### src/rtl/dm_access_unit.sv
// Load/store access unit in front of a word-wide data memory: sub-word loads are
// extended, sub-word stores go through read-modify-write, bad requests are rejected.
module dm_access_unit #(
  parameter int DM_WORDS = 1024
) (
  input  logic        clk,
  input  logic        rstn,
  input  logic        req_valid,
  output logic        req_ready,
  input  logic        req_we,
  input  logic [1:0]  req_size,
  input  logic        req_unsigned,
  input  logic [31:0] req_addr,
  input  logic [31:0] req_wdata,
  output logic        rsp_valid,
  output logic        rsp_err,
  output logic [31:0] rsp_rdata,
  output logic        dm_we,
  output logic [31:0] dm_addr,
  output logic [31:0] dm_wdata,
  input  logic [31:0] dm_rdata
);

  localparam logic [2:0] IDLE   = 3'd0;
  localparam logic [2:0] RD     = 3'd1;
  localparam logic [2:0] RMW_RD = 3'd2;
  localparam logic [2:0] WR     = 3'd3;
  localparam logic [2:0] RESP   = 3'd4;

  localparam logic [1:0] SZ_BYTE = 2'b00;
  localparam logic [1:0] SZ_HALF = 2'b01;
  localparam logic [1:0] SZ_WORD = 2'b10;

  localparam logic [31:0] DM_LIMIT = 32'(DM_WORDS);

  logic [2:0]  state;
  logic [1:0]  size_q;
  logic        uns_q;
  logic        err_q;
  logic [31:0] addr_q;
  logic [31:0] wdata_q;
  logic [31:0] merge_q;
  logic [31:0] rdata_q;

  logic        req_err;
  logic [7:0]  byte_sel;
  logic [15:0] half_sel;
  logic [31:0] load_ext;
  logic [31:0] merged;

  // Reject reserved sizes, misaligned half/word accesses and words beyond DM depth.
  always_comb begin
    req_err = 1'b0;
    if (req_size == 2'b11)
      req_err = 1'b1;
    else if (req_size == SZ_HALF && req_addr[0])
      req_err = 1'b1;
    else if (req_size == SZ_WORD && req_addr[1:0] != 2'b00)
      req_err = 1'b1;
    if ({2'b00, req_addr[31:2]} >= DM_LIMIT)
      req_err = 1'b1;
  end

  always_comb begin
    byte_sel = dm_rdata[{addr_q[1:0], 3'b000} +: 8];
    half_sel = addr_q[1] ? dm_rdata[31:16] : dm_rdata[15:0];
    case (size_q)
      SZ_BYTE: load_ext = uns_q ? {24'h0, byte_sel} : {{24{byte_sel[7]}}, byte_sel};
      SZ_HALF: load_ext = uns_q ? {16'h0, half_sel} : {{16{half_sel[15]}}, half_sel};
      default: load_ext = dm_rdata;
    endcase
  end

  // Word stores bypass the merge register; sub-word stores patch one lane of it.
  always_comb begin
    merged = merge_q;
    case (size_q)
      SZ_BYTE: merged[{addr_q[1:0], 3'b000} +: 8] = wdata_q[7:0];
      SZ_HALF: begin
        if (addr_q[1])
          merged[31:16] = wdata_q[15:0];
        else
          merged[15:0] = wdata_q[15:0];
      end
      default: merged = wdata_q;
    endcase
  end

  always_ff @(posedge clk or negedge rstn) begin
    if (!rstn) begin
      state   <= IDLE;
      size_q  <= 2'b00;
      uns_q   <= 1'b0;
      err_q   <= 1'b0;
      addr_q  <= 32'h0;
      wdata_q <= 32'h0;
      merge_q <= 32'h0;
      rdata_q <= 32'h0;
    end else begin
      case (state)
        IDLE: begin
          if (req_valid) begin
            size_q  <= req_size;
            uns_q   <= req_unsigned;
            addr_q  <= req_addr;
            wdata_q <= req_wdata;
            err_q   <= req_err;
            if (req_err) begin
              rdata_q <= 32'h0;
              state   <= RESP;
            end else if (!req_we)
              state <= RD;
            else if (req_size == SZ_WORD)
              state <= WR;
            else
              state <= RMW_RD;
          end
        end
        RD: begin
          rdata_q <= load_ext;
          state   <= RESP;
        end
        RMW_RD: begin
          merge_q <= dm_rdata;
          state   <= WR;
        end
        WR: begin
          rdata_q <= 32'h0;
          state   <= RESP;
        end
        RESP:    state <= IDLE;
        default: state <= IDLE;
      endcase
    end
  end

  assign req_ready = (state == IDLE);
  assign rsp_valid = (state == RESP);
  assign rsp_err   = rsp_valid & err_q;
  assign rsp_rdata = rdata_q;
  assign dm_we     = (state == WR);
  assign dm_addr   = (state == RD || state == RMW_RD || state == WR) ? {addr_q[31:2], 2'b00} : 32'h0;
  assign dm_wdata  = dm_we ? merged : 32'h0;

endmodule

### config.mk
export PLATFORM = sky130hd
export DESIGN_NAME = dm_access_unit
export DESIGN_NICKNAME = d
export VERILOG_FILES = /design/src/rtl/dm_access_unit.sv
export SDC_FILE = /design/constraint.sdc
export NUM_CORES = 1
export LEC_CHECK = 0
export ABC_AREA = 1
export ABC_CLOCK_PERIOD_IN_PS = 6300
export BUFFER_PORTS_ARGS = -buffer_cell sky130_fd_sc_hd__buf_2
export CAP_MARGIN = 20
export CELL_PAD_IN_SITES_DETAIL_PLACEMENT = 1
export CELL_PAD_IN_SITES_GLOBAL_PLACEMENT = 2
export CORE_UTILIZATION = 32
export DETAILED_ROUTE_END_ITERATION = 8
export GPL_TIMING_DRIVEN = 0
export PLACE_DENSITY = 0.95
export SETUP_SLACK_MARGIN = 0.2
export SLEW_MARGIN = 20
export SYNTH_ARGS = -nofsm -noshare
export SYNTH_HDL_FRONTEND = slang
export SYNTH_SLANG_ARGS = --single-unit
### constraint.sdc
create_clock -name clk -period 6.3 [get_ports clk]
set_input_delay 1.26 -clock clk [delete_from_list [all_inputs] [get_ports clk]]
set_output_delay 1.26 -clock clk [all_outputs]
set_load 0.02 [all_outputs]
======== Word-level counts from Yosys, hierarchy flattened ========
Index checks and enable logic that the tools add are counted.
word-level totals
  flip-flop bits (word level) ............. 135
  RAM bits ................................ 0
  input bits .............................. 103
  latch bits .............................. 0
  ROM bits ................................ 0
  memories ................................ 0
  output and inout port bits .............. 100
operators by class
  mux-type cells .......................... 22
  $mul .................................... 0
  magnitude comparators ................... 1
  equal/unequal tests ..................... 10
  shifts and indexed selects .............. 3
  reductions and logical operators ........ 11
  bitwise gates (word level) .............. 1
  div/mod/pow operators ................... 0
  add/sub/neg operators ................... 1
operator list
  kind                                                                                   count
  32-bit two-way mux                                                                     6
  32-bit case mux with 2 select lines                                                    2
  32-bit case mux with 3 select lines                                                    1
  16-bit two-way mux                                                                     3
  32-bit bitwise mux                                                                     1
  8-bit by 7-bit variable shift with 32-bit output, first input constant                 1
  32-bit by 6-bit indexed part select with 8-bit output                                  1
  8-bit by 7-bit indexed part select with 32-bit output                                  1
  30-bit by 11-bit greater-or-equal comparator with 1-bit output, second input constant  1
  3-bit case mux with 3 select lines                                                     1
  5-bit negation with 7-bit output                                                       1
  3-bit by 2-bit equality test with 1-bit output, second input constant                  2
  3-bit two-way mux                                                                      2
  1-bit two-way mux                                                                      5
  2-bit by 1-bit equality test with 1-bit output, second input constant                  2
  2-bit equality test, second input constant                                             2
  3-bit by 1-bit equality test with 1-bit output, second input constant                  1
  3-bit equality test, second input constant                                             1
  3-bit zero test                                                                        1
  3-bit AND reduction                                                                    1
  3-bit nonzero test                                                                     1
  1-bit logical AND                                                                      2
  2-bit zero test                                                                        1
  1-bit logical OR                                                                       2
  7 further kinds                                                                        7

======== Logic depth before layout (Yosys ltp) ========
  depth in word-level cells ............... 9
  gate-level depth with buffers ........... 11
  mapped depth without buffers ............ 9

======== Worst setup path before layout ========
Ideal clock, no wire load.
  path kind ............................... register -> output
  from .................................... register addr_q[1]
  to ...................................... output dm_wdata[0]
  path buffers ............................ 2
  arrival time ............................ 2.009 ns
  data required time ...................... 5.040 ns
  stages on the path, launching flop included .. 10
  path slack .............................. 3.031 ns
  cells stage by stage .................... dfrtp_1 > buf_4 > inv_4 > buf_2 > ha_1 > inv_1 > nand4_1 > inv_1 > nand2_1 > a211oi_1
between the ends
  word-level cells in the longest chain between the ends .. 5
RTL lines
  what                                                                                                                              line  source
  start: declaration                                                                                                                40    logic [31:0] addr_q;
  start signal: assignment                                                                                                          105   addr_q <= req_addr;
  5-bit negation with 7-bit output                                                                                                  78    SZ_BYTE: merged[{addr_q[1:0], 3'b000} +: 8] = wdata_q[7:0];
  8-bit by 7-bit indexed part select with 32-bit output / 8-bit by 7-bit variable shift with 32-bit output (equally long branches)  78
  32-bit bitwise mux                                                                                                                78
  32-bit case mux with 2 select lines *                                                                                             77    case (size_q)
  32-bit two-way mux *                                                                                                              143   assign dm_wdata = dm_we ? merged : 32'h0;
  end: declaration                                                                                                                  20    output logic [31:0] dm_wdata,
Every way passes the cells marked *; elsewhere a longest branch is shown, timed or not.

======== Worst setup path in the final report ========
  from .................................... register addr_q[1]
  to ...................................... output dm_wdata[14]
Same word-level chain as after synthesis.

==> metrics.csv <==
metric;value;unit
synth_top_cell_area_share;46.2;%
post-cts-setup-buffer-count;0;
gp_congestion;0.929;
yosysSeqAreaShare;46.2;%
avgSynthCellArea;7.82;sq um
cts_made_buffers;17;
crit_end;dm_wdata[14];
synth.distinct_cells;36;
vias;7355;
pwr-share-comb;20.8;%
ant_nets;0;
wire_per_inst;18.7;um
pwr-share-clk;38.6;%
synthCells;935;
timing.final.crit_share;69.9;%
clock_skew;0.00959;ns
die-area;23500;sq um
antenna_found_initial;2;
rsz0062_at_grt;no;
synth.area.top_cells;dfrtp_1 (46%), nand2_1 (12%), inv_1 (5.2%);
cts-root-buf;clkbuf_16;
hpwl;21200;um
crit_required;5.04;ns
seq_area;3380;sq um
synth_area;7310;sq um
dr.pass1.iters;4;
r2r-start;addr_q[1];
tritoncts;yes;
hold_slack;0.468;ns
crit_arrival;3.15;ns
cts_max_level;4;
leakage;5.02;nW
status;finished, final reports clean;
wirelength;27100;um
track_usage;23.8;%
maxSlewViolCount;0;
drc;0;
synth_ff_type;dfrtp_1;
cts_resized;0;
coreArea;22100;sq um
nFillCells;2748;
grt-ovfl-total;0;
vias_per_cell;5.07;
synth_edf_count;0;
ctsHoldBuffers;0;
rows;54;
worst_pin_slew;0.588;ns
seqPwrFrac;40.7;%
max_freq;227;MHz
yosysWarnings;0;
synth_top_cell_by_area;dfrtp_1;
relSlewSlack;60.8;%
period_minus_slack;4.41;ns
crit_path_max_fanout;12;
ioPinCount;203;
worstRegToRegCells;11;
startpoint;addr_q[1];
drv_cap;0;
power_density;273;nW/um^2
grt_pass1_vias;7712;
start_util;33.1;%
drive_gt1_share;27.5;%
startpoint_type;register;
irDropWorstVdd;0.151;mV
tns;0;ns
hold_path_class;reg2reg;
cts.sinks;135;
synth_seq_cells;135;
multiInputGateArea;3240;sq um
die_height;153;um
timing.rr.end;rsp_rdata[30];
io_buffers;200;
hold_path_depth;2;
p_int;1.70;mW
clock_path_buffers;2;
p_switching;836;uW
worstSkewPairLatency;0.44;ns
drt_iter0_drc;397;
hold_violations;0;
setup_viol;0;
synthToLayoutAreaGrowth;26.9;%
nNetsFinal;1264;
cts.clk_slew.worst_paths;0.06;ns
path_class;reg2out;
grt_max_degree;96;
swShare;33.0;%
async_flop_share;100;%
grt_pass1_wl;42600;um
die_w;153;um
r2r_slack;4.52;ns
critPathCaptureType;primary output;
==> routing by layer <==
layer / routed length (um) / share of wire, % / vias up / GRT usage, %
li1: - / - / 3489 / -
met1: 11700 / 43 / 3593 / 30.1
met2: 13300 / 49 / 237 / 40.4
met3: 1540 / 5.7 / 34 / 4.91
met4: 509 / 1.9 / 2 / 7.55
met5: 10 / 0.037 / - / 0
==> stage by stage <==
step           util (%)  std cells  power, mW  worst slack, ns  area [sq um]
2_1_floorplan         -        936       1.36             3.03          7320
3_3_place_gp       39.2       1416       1.54             2.06          8670
3_5_place_dp       39.4       1417       1.56             2.49          8700
4_1_cts            42.0       1449       2.55             2.00          9280
5_1_grt            42.0       1449       2.65             1.77          9280
6_report           42.0       1450       2.54             1.89          9280
==> flip-flops by register name, indices dropped and copies added (netlist names) <==
register,count
merge_q,32
state,3
rsp_rdata,32
wdata_q,32
addr_q,32
err_q,1
size_q,2
uns_q,1
==> synthesized netlist by cell type, types with 4 or more instances <==
library cell and instances:
clkbuf_1 22, ha_1 5, o21a_1 7, nand2_1 233, o22ai_1 16, o211ai_1 4
a31oi_1 17, buf_6 5, inv_1 101, o221ai_1 7, a21oi_2 10, a211oi_1 8
mux2_2 25, dfrtp_1 135, buf_4 6, a22oi_1 11, o21ai_1 10, inv_2 5
nor2_1 92, or2_2 7, buf_2 19, a21oi_1 59, nand3_1 37, o21ai_0 69
nor3_1 5
==> cell families after synthesis <==
family	share of synthesized area, %
flops	46.2
simple gates	21.7
buf+inv	9.50
compound gates	17.4
other cells	0.0513
fa+ha+maj	0.856
mux	4.31
==> worst min path at each step <==
stage | from | to
after global routing | rsp_rdata[12] | rsp_rdata[12]
after global placement | rsp_rdata[17] | rsp_rdata[17]
after floorplan | err_q | err_q
after CTS | rsp_rdata[28] | rsp_rdata[28]
final | rsp_rdata[12] | rsp_rdata[12]
after detailed placement | rsp_rdata[12] | rsp_rdata[12]
==> power by group through the flow <==
stage	logic (mW)	clock network, mW	registers [mW]
final	0.526	0.979	1.03
after global routing	0.584	1.03	1.04
after CTS	0.525	0.992	1.03
after detailed placement	0.520	0	1.05
after global placement	0.502	0	1.04
after floorplan	0.351	0	1.01
==> cells in the final DEF, fill, tap and decap left out, types with 16 or more instances in the layout <==
cell type,count
nor2_1,92
o21ai_0,69
nand2_1,233
clkbuf_1,22
a31oi_1,17
o22ai_1,16
a21oi_1,59
buf_2,218
inv_1,101
nand3_1,37
dfrtp_1,135
clkbuf_16,17
mux2_2,25
==> area by class of cell <==
cell class | count | share of cell area (%)
flip-flops and latches | 135 | 36.4
plain buffers | 55 | 3.13
repair buffers | 201 | 11.2
inverters | 107 | 4.35
well taps | 280 | 3.78
clock buffers | 17 | 4.58
clock inverters | 15 | 1.59
multi-input cells | 639 | 34.9
diodes | 1 | 0.0270
==> worst max-delay path, stage by stage, from the launching register on <==
cell	delay (ns)
dfrtp_1	0.42
buf_4	0.19
inv_4	0.13
buf_2	0.29
ha_1	0.20
clkbuf_1	0.36
nand2_1	0.33
o22ai_1	0.21
nand2_1	0.08
a21oi_1	0.28
buf_2	0.22
No activity file was read; power rests on OpenSTA's default activity.
